[src/rtl/fetch_unit.sv]
// Fetch stage: PC, imem read issue, 2-entry {pc,word} queue, field split.
// Ports: clk/rst_n (sync low), imem_*, redirect*, out_* handshake, halted,
// stall_cnt (live only when FETCH_STALL_CNT_EN is defined, else 0).
module fetch_unit #(
  parameter int unsigned       ADDR_W   = 16,
  parameter logic [ADDR_W-1:0] RESET_PC = '0,
  parameter logic [7:0]        HALT_OP  = 8'hFF
) (
  input  logic              clk,
  input  logic              rst_n,
  output logic              imem_en,
  output logic [ADDR_W-1:0] imem_addr,
  input  logic [23:0]       imem_rdata,
  input  logic              redirect,
  input  logic [ADDR_W-1:0] redirect_pc,
  output logic              out_valid,
  input  logic              out_ready,
  output logic [23:0]       out_instr,
  output logic [ADDR_W-1:0] out_pc,
  output logic [7:0]        out_opcode,
  output logic [3:0]        out_rd,
  output logic [3:0]        out_rs1,
  output logic [3:0]        out_rs2,
  output logic [7:0]        out_imm8,
  output logic              halted,
  output logic [15:0]       stall_cnt
);

  localparam int unsigned EW = ADDR_W + 24;

  typedef enum logic [1:0] {
    S_IDLE,
    S_RUN,
    S_HALT
  } state_t;

  state_t            state_q, state_d;
  logic [ADDR_W-1:0] pc_q, pc_d;
  logic [ADDR_W-1:0] rpc_q;
  logic [1:0]        cnt_q, cnt_d;
  logic              hd_q, hd_d;
  logic              wr_q, wr_d;
  logic              infl_q;
  logic              sq_q;
  logic [EW-1:0]     ent_q [2];
  logic [EW-1:0]     head;

  logic              pop;
  logic              flush;
  logic              push;
  logic              fetch;
  logic [2:0]        occ;
  logic [2:0]        lim;

  assign head      = ent_q[hd_q];
  assign out_valid = (cnt_q != 2'd0);
  assign pop       = out_valid & out_ready;
  assign flush     = redirect & (state_q != S_IDLE);
  // sq_q drops a response belonging to the pre-redirect stream
  assign push      = infl_q & ~sq_q & ~flush;
  // occupancy counts the in-flight word so the queue can never overflow
  assign occ       = {1'b0, cnt_q} + {2'b00, infl_q};
  assign lim       = 3'd2 + {2'b00, pop};
  assign fetch     = (state_q == S_RUN) & ~redirect & (occ < lim);

  assign imem_en    = fetch;
  assign imem_addr  = pc_q;
  assign out_instr  = head[23:0];
  assign out_pc     = head[EW-1:24];
  assign out_opcode = head[23:16];
  assign out_rd     = head[15:12];
  assign out_rs1    = head[11:8];
  assign out_rs2    = head[7:4];
  assign out_imm8   = head[7:0];
  assign halted     = (state_q == S_HALT);

  always_comb begin
    state_d = state_q;
    pc_d    = pc_q;
    cnt_d   = cnt_q;
    hd_d    = hd_q;
    wr_d    = wr_q;
    if (fetch) pc_d = pc_q + ADDR_W'(1);
    if (flush) begin
      state_d = S_RUN;
      pc_d    = redirect_pc;
      cnt_d   = 2'd0;
      hd_d    = 1'b0;
      wr_d    = 1'b0;
    end else begin
      unique case (state_q)
        S_IDLE: state_d = S_RUN;
        S_RUN: begin
          if (push && imem_rdata[23:16] == HALT_OP)
            state_d = S_HALT;
        end
        S_HALT: state_d = S_HALT;
        default: state_d = S_IDLE;
      endcase
      if (push) wr_d = ~wr_q;
      if (pop) hd_d = ~hd_q;
      cnt_d = cnt_q + 2'(push) - 2'(pop);
    end
  end

  always_ff @(posedge clk) begin
    if (!rst_n) begin
      state_q  <= S_IDLE;
      pc_q     <= RESET_PC;
      rpc_q    <= '0;
      cnt_q    <= 2'd0;
      hd_q     <= 1'b0;
      wr_q     <= 1'b0;
      infl_q   <= 1'b0;
      sq_q     <= 1'b0;
      ent_q[0] <= '0;
      ent_q[1] <= '0;
    end else begin
      state_q <= state_d;
      pc_q    <= pc_d;
      cnt_q   <= cnt_d;
      hd_q    <= hd_d;
      wr_q    <= wr_d;
      infl_q  <= fetch;
      sq_q    <= flush;
      if (fetch) rpc_q <= pc_q;
      if (push) ent_q[wr_q] <= {rpc_q, imem_rdata};
    end
  end

`ifdef FETCH_STALL_CNT_EN
  logic [15:0] stall_q;

  always_ff @(posedge clk) begin
    if (!rst_n) begin
      stall_q <= 16'd0;
    end else if (out_valid && !out_ready && stall_q != 16'hFFFF) begin
      stall_q <= stall_q + 16'd1;
    end
  end

  assign stall_cnt = stall_q;
`else
  assign stall_cnt = 16'd0;
`endif

endmodule

[config.mk]
export PLATFORM = sky130hd
export DESIGN_NAME = fetch_unit
export DESIGN_NICKNAME = d
export VERILOG_FILES = /design/src/rtl/fetch_unit.sv
export SDC_FILE = /design/constraint.sdc
export NUM_CORES = 1
export LEC_CHECK = 0
export BUFFER_PORTS_ARGS = -buffer_cell sky130_fd_sc_hd__buf_4
export CORE_UTILIZATION = 53
export CTS_CLUSTER_DIAMETER = 50
export CTS_CLUSTER_SIZE = 30
export DETAILED_ROUTE_END_ITERATION = 12
export PLACE_DENSITY = 0.8
export SETUP_SLACK_MARGIN = 0.1
export SKIP_LAST_GASP = 1
export SLEW_MARGIN = 0
export SYNTH_ARGS = -nofsm -noshare
export SYNTH_HDL_FRONTEND = slang
export SYNTH_SLANG_ARGS = --single-unit
[constraint.sdc]
create_clock -name clk -period 4.9 [get_ports clk]
set_clock_uncertainty 0.15 [all_clocks]
set_input_delay 0 -clock clk [delete_from_list [all_inputs] [get_ports clk]]
set_output_delay 0 -clock clk [all_outputs]
set_load 0.02 [all_outputs]
==> flow_summary.toml, run 1 <==
[run_status]
status = "finished, final reports clean"

[layout]
regArea_mm2 = 0.003224
synthToLayoutAreaGrowth_pct = 35.54
multiInputGateArea_mm2 = 0.002049
nets = 694
drive_gt1_share_pct = 32.77
instances_no_fill = 792
layout.cell_area.non_filler_mm2 = 0.007644
num-fill-cells = 628
diodes = 0

[pwr]
max-vdd-ir-drop_uv = 356.5
total_power_uw = 3646
power.density_mw_per_mm2 = 476.9
switching_share_pct = 32.05
clkPwrFrac_pct = 33.4
p_seq_share_pct = 37.5
p_sw_uw = 1168
comb_power_share_pct = 29.1
cellLeakagePower_uw = 0.003121
internal_power_uw = 2477

[yosys]
yosysUniqueCellTypes = 47
seq_area_frac_synth_pct = 57.16
synth-edff-count = 80
yosys.cell_count.top_type = "and2_1"
syn_inst = 485
synthArstFlopShare_pct = 0
synthTopCellsByCount = "and2_1 (83), edfxtp_1 (80), buf_4 (44), nand2_1 (44), dfxtp_1 (41)"
ys_ff_latch = 121
synth_largest_area_cell = "edfxtp_1"
yosysWarningCount = 0
synth.area.top_cells = "edfxtp_1 (43%), dfxtp_1 (15%), and2_1 (9.2%), mux2_2 (8.0%), buf_4 (5.9%)"
synth.top_cell.area_share_pct = 42.60
ys.flop_type = "edfxtp_1"
netlist_area_mm2 = 0.005639
syn-mean-instance-area_um2 = 11.63

[critical_path]
cpPeakStageDelay_ps = 610
crit_type = "reg -> reg"
crit_family = "buffers and inverters"
crit_path_cell_trace = "ha_1, ha_1, o21ai_0, nand2_1, inv_1, a311o_1, o2111a_1, dlygate4sd3_1"
cp_max_fo = 29
crit_path_start_kind = "flip-flop"
critPathRequiredTime_ps = 5130
cp_common_cell = "ha_1"
cp.arrival_ps = 3860
critPathCaptureType = "flip-flop"
crit_path_top_delay_cell = "nand2_1"
path_buf_inv = 2

[job]
cap_violations = 0

[floorplan]
die_h_um = 105.2
ios = 147
start_util_pct = 54.62
die_area_mm2 = 0.01106
core_mm2 = 0.01032
dieWidth_um = 105.2
row_count = 37

[clock_tree]
clockRootBuffer = "clkbuf_8"
clk_pin_slew_ps = 60
htree_levels = 4
insertion_delay_ps = 500
clk_path_buf_depth = 2
cts_buffers = 17
cts_tree = "done"
post_cts_resized = 0
cts_hold_buf = 59
cts_sinks = 121
postCtsSetupBuffers = 0

[sta]
fin_tns_setup_ps = 0
setup_slack_ps = 1271
finalCriticalPeriod_ps = 3629
setup_viol = 0
relSlewSlack_pct = 27.78
final_max_slew_viol_count = 0
hold_viol = 0
max_freq_mhz = 275.6
rsz0062_at_grt = "false"
final.period_utilization_pct = 74.05
tightest_slew_ps = 1079

[detailed_routing]
detail-route-antenna-nets = 0
wl_um = 12440
viasPerCell = 5.234
dr_total_vias = 4145
wire_per_inst_um = 15.71
drt_iter0_drc = 193
drc_errors = 0
dr.pass1.iters = 5

[placement]
dp_slack_ps = 1634
dp.cells = 701
dp_hpwl_um = 7370
port_buffers = 130
placed_area_mm2 = 0.006461
place_congestion = 0.8506

[global_routing]
grt_remaining_overflow = 0
grt_use_met2_pct = 41.30
grt_max_degree = 41
antenna_found_initial = 0
grt.met1_usage_pct = 29.01
grt.met3_usage_pct = 4.429
top_usage_layer = "met2"
grt_pass1_vias = 4094
grt_use_total_pct = 23.47
grt_pass1_wl_um = 20150

[hold_path]
hp-class = "in -> reg"
[kinds of logic (layout without fill, tap and decap cells)]
group	after synthesis	after routing	share of synthesized area [%]
AND/OR/NAND/NOR	167	167	16.60
flip-flops	121	121	57.16
buffers and inverters	73	229	7.877
AO/OA/AOI/OAI	66	66	7.167
multiplexers	42	42	8.343
XOR/XNOR	8	8	1.243
adder cells (fa/ha/maj)	7	7	1.553
other	1	16	0.06650
[path summary, 6_finish.rpt]
check	from	endpoint	cells after the start	slack, ps
worst max register to register	cnt_q[0]	imem_addr[4]	8	1270
worst min-delay path	redirect	imem_addr[11]	6	50
worst min register to register	rpc_q[7]	rpc_q[7]	2	320
worst max-delay path	cnt_q[0]	imem_addr[4]	8	1270
[sequential cells by signal (all words and copies together) (netlist names), named ones only]
register   flops
cnt_q          2
ent_q         80
hd_q           1
imem_addr     16
infl_q         1
rpc_q         16
sq_q           1
state_q        2
wr_q           1
[worst min-delay path, stage by stage]
cell and delay [ps]:
buf_4 110, nor3b_4 50, nand4_2 130, or3_4 170, or3_1 100, a31oi_1 80
[cells in the final DEF (no fill, tap or decap), types with 5 or more instances in the layout]
cell type,synthesis,routed
clkinvlp_4,0,6
inv_1,5,5
conb_1,1,16
clkbuf_16,0,16
o21ai_0,15,14
a21oi_1,27,27
and2_1,83,83
nand2_1,44,43
mux2_2,40,40
ha_1,7,7
dlygate4sd3_1,0,59
edfxtp_1,80,80
nor2_1,9,8
dfxtp_1,41,40
buf_4,44,133
xnor2_1,5,5
nand3_1,6,6
[area by class of cell]
class / count / share of cell area (%)
Clock buffer: 17 / 5.418
Clock inverter: 15 / 2.324
Inverter: 5 / 0.2455
Multi-Input combinational cell: 306 / 26.81
Sequential cell: 121 / 42.18
Tap cell: 136 / 2.226
Timing Repair Buffer: 192 / 20.79
[metrics by stage]
step	util (%)	hold slack, ps
global placement	62.59	128.1
CTS	74.04	7.134
global route	74.04	54.13
finish	74.04	51.81
detailed placement	62.59	138.6
floorplan	-	8.005
[power by group through the flow]
stage	logic, uW	registers [uW]	clock network, uW
after floorplan	659	1380	0
final	1060	1370	1220
after global placement	955	1370	0
after detailed placement	974	1380	0
after CTS	1050	1360	1230
after global routing	1130	1390	1270
[per-layer routing]
layer  wire [um]  vias to the layer above
met5           0                        -
met4         177                        0
met3         730                       22
met2        6449                      189
met1        5087                     1970
li1            -                     1964
Note: power is estimated with default switching activity, not from simulation.
==> run 2: changes to the inputs <==
--- a/config.mk
+++ b/config.mk
@@ -6,11 +6,11 @@
 export NUM_CORES = 1
 export LEC_CHECK = 0
 export BUFFER_PORTS_ARGS = -buffer_cell sky130_fd_sc_hd__buf_4
-export CORE_UTILIZATION = 53
+export CORE_UTILIZATION = 48
 export CTS_CLUSTER_DIAMETER = 50
 export CTS_CLUSTER_SIZE = 30
 export DETAILED_ROUTE_END_ITERATION = 12
-export PLACE_DENSITY = 0.8
+export PLACE_DENSITY = 0.76
 export SETUP_SLACK_MARGIN = 0.1
 export SKIP_LAST_GASP = 1
 export SLEW_MARGIN = 0
==> constraint.sdc (replaced) <==
create_clock -name clk -period 2.95 [get_ports clk]
set_clock_uncertainty 0.15 [all_clocks]
set_input_delay 0 -clock clk [delete_from_list [all_inputs] [get_ports clk]]
set_output_delay 0 -clock clk [all_outputs]
set_load 0.02 [all_outputs]
==> flow_summary.toml, run 2 (same netlist as run 1, synthesis figures left out) <==
[global_routing]
grt_pass1_wl_um = 19580
grt_max_degree = 41
grt_remaining_overflow = 0
grt_pass1_vias = 4028
antenna_found_initial = 0
grt_use_total_pct = 21.91

[clock_tree]
insertion_delay_ps = 410
cts_sinks = 121
clk_pin_slew_ps = 60
clockRootBuffer = "clkbuf_16"
cts_buffers = 17
htree_levels = 4
clk_path_buf_depth = 2
cts_tree = "done"

[layout]
drive_gt1_share_pct = 34.09
synthToLayoutAreaGrowth_pct = 35.77
mostFrequentLayoutCells = "buf_4 (141), and2_1 (83), edfxtp_1 (80), dlygate4sd3_1 (54), nand2_1 (43)"
instances_no_fill = 803
largest-register = "ent_q"
diodes = 0
largest_register_ff_count = 80
nets = 698
final_common_cell = "buf_4"

[floorplan]
ios = 147
dieWidth_um = 110.4
die_h_um = 110.4
core_mm2 = 0.01142
row_count = 39
die_area_mm2 = 0.01219
start_util_pct = 49.39

[pwr]
max-vdd-ir-drop_uv = 544.0
cellLeakagePower_uw = 0.003139
power.density_mw_per_mm2 = 787.2

[sta]
setup_slack_ps = 238.9
setup_viol = 0
hold_viol = 0
relSlewSlack_pct = 35.21
hold_ws_ps = 269.2
final.period_utilization_pct = 91.90
tightest_slew_ps = 971.8
final_max_slew_viol_count = 0
max_freq_mhz = 368.9
finalCriticalPeriod_ps = 2711
rsz0062_at_grt = "false"
fin_tns_setup_ps = 0

[detailed_routing]
wl_um = 12910
wirelength_met1_um = 5258
drt_iter0_drc = 223
highest_layer = "met4"
dr.pass1.iters = 5
met3RoutedLength_um = 787
detail-route-antenna-nets = 0
drc_errors = 0
dr_total_vias = 4157
wire_per_inst_um = 16.07
met2_length_um = 6719
viasPerCell = 5.177

[placement]
place_congestion = 0.8250
port_buffers = 130
dp_slack_ps = 598.6
dp.cells = 713
dp_hpwl_um = 7792

[critical_path]
critPathRequiredTime_ps = 3150
crit_type = "reg -> reg"
timing.rr.end = "imem_addr[13]"
crit_path_start_kind = "flip-flop"
r2r_start = "cnt_q[0]"
cp-endpoint = "imem_addr[13]"
startpoint = "cnt_q[0]"
reg2reg_slack_ps = 240
critPathCaptureType = "flip-flop"
cp.arrival_ps = 2910
rr_worst_depth = 8
cp_max_fo = 23

[hold_path]
hp-class = "in -> reg"

[run_status]
status = "finished, final reports clean"

[job]
cap_violations = 0
[run 2: cell count changes in the layout (fill, tap and decap cells not counted), sizes merged]
cell,change
buf,+9
clkinv,+1
clkbuf,+2
dlygate4sd3,-5
clkinvlp,-1
bufinv,-1
inv,-1
[run 2: timing repair]
action                                  in CTS  in global routing
setup buffers                                0                  4
endpoints found under the hold margin       71                  0
endpoints found under the setup margin       0                  3
hold buffers                                54                  0
resized for setup                            0                  1
[run 2: how the worst min path moves through the flow]
stage,from,endpoint,slack (ps),cells after the start
after floorplan,redirect_pc[11],imem_addr[11],8,2
after global placement,redirect_pc[6],imem_addr[6],130,2
after detailed placement,redirect_pc[6],imem_addr[6],140,2
after CTS,imem_rdata[4],ent_q[0][4],260,3
after global routing,imem_rdata[4],ent_q[0][4],290,3
final,imem_rdata[4],ent_q[0][4],270,3
[run 2: power breakdown]
part	total, uW	internal [uW]	switching [uW]
clock network	1950	1230	716
registers	2270	2030	238
logic	1810	830	981
[run 2: cell type report]
cell class	instances	area, um2
flip-flops and latches	121	3224
fillers	832	3762
well taps	143	178.9
clock buffers	19	432.9
clock inverters	13	128.9
repair buffers	196	1619
multi-input cells	306	2049
inverters	5	22.52
[run 2: per-stage QoR]
step,total power [uW],util (%),cell area (um2)
after detailed placement,3961,57.10,6520
final,6027,67.05,7656
after CTS,5999,66.75,7622
after floorplan,3384,-,5699
after global routing,6312,67.05,7656
after global placement,3919,57.10,6520
[run 2: worst max-delay path, cell delays in order (launching register included)]
cell and delay, ps:
dfxtp_1 340, ha_1 210, ha_1 200, nor3b_4 250
nand2_1 140, buf_4 250, o41ai_1 380, o21bai_1 170
dlygate4sd3_1 560
[run 2: per-layer routing]
| layer | GRT usage [%] | vias up |
|---|---|---|
| met2 | 39.22 | 180 |
| met1 | 25.43 | 1982 |
| met3 | 5.526 | 21 |
| met4 | 7.425 | 0 |
| li1 | - | 1974 |
| met5 | 0 | - |
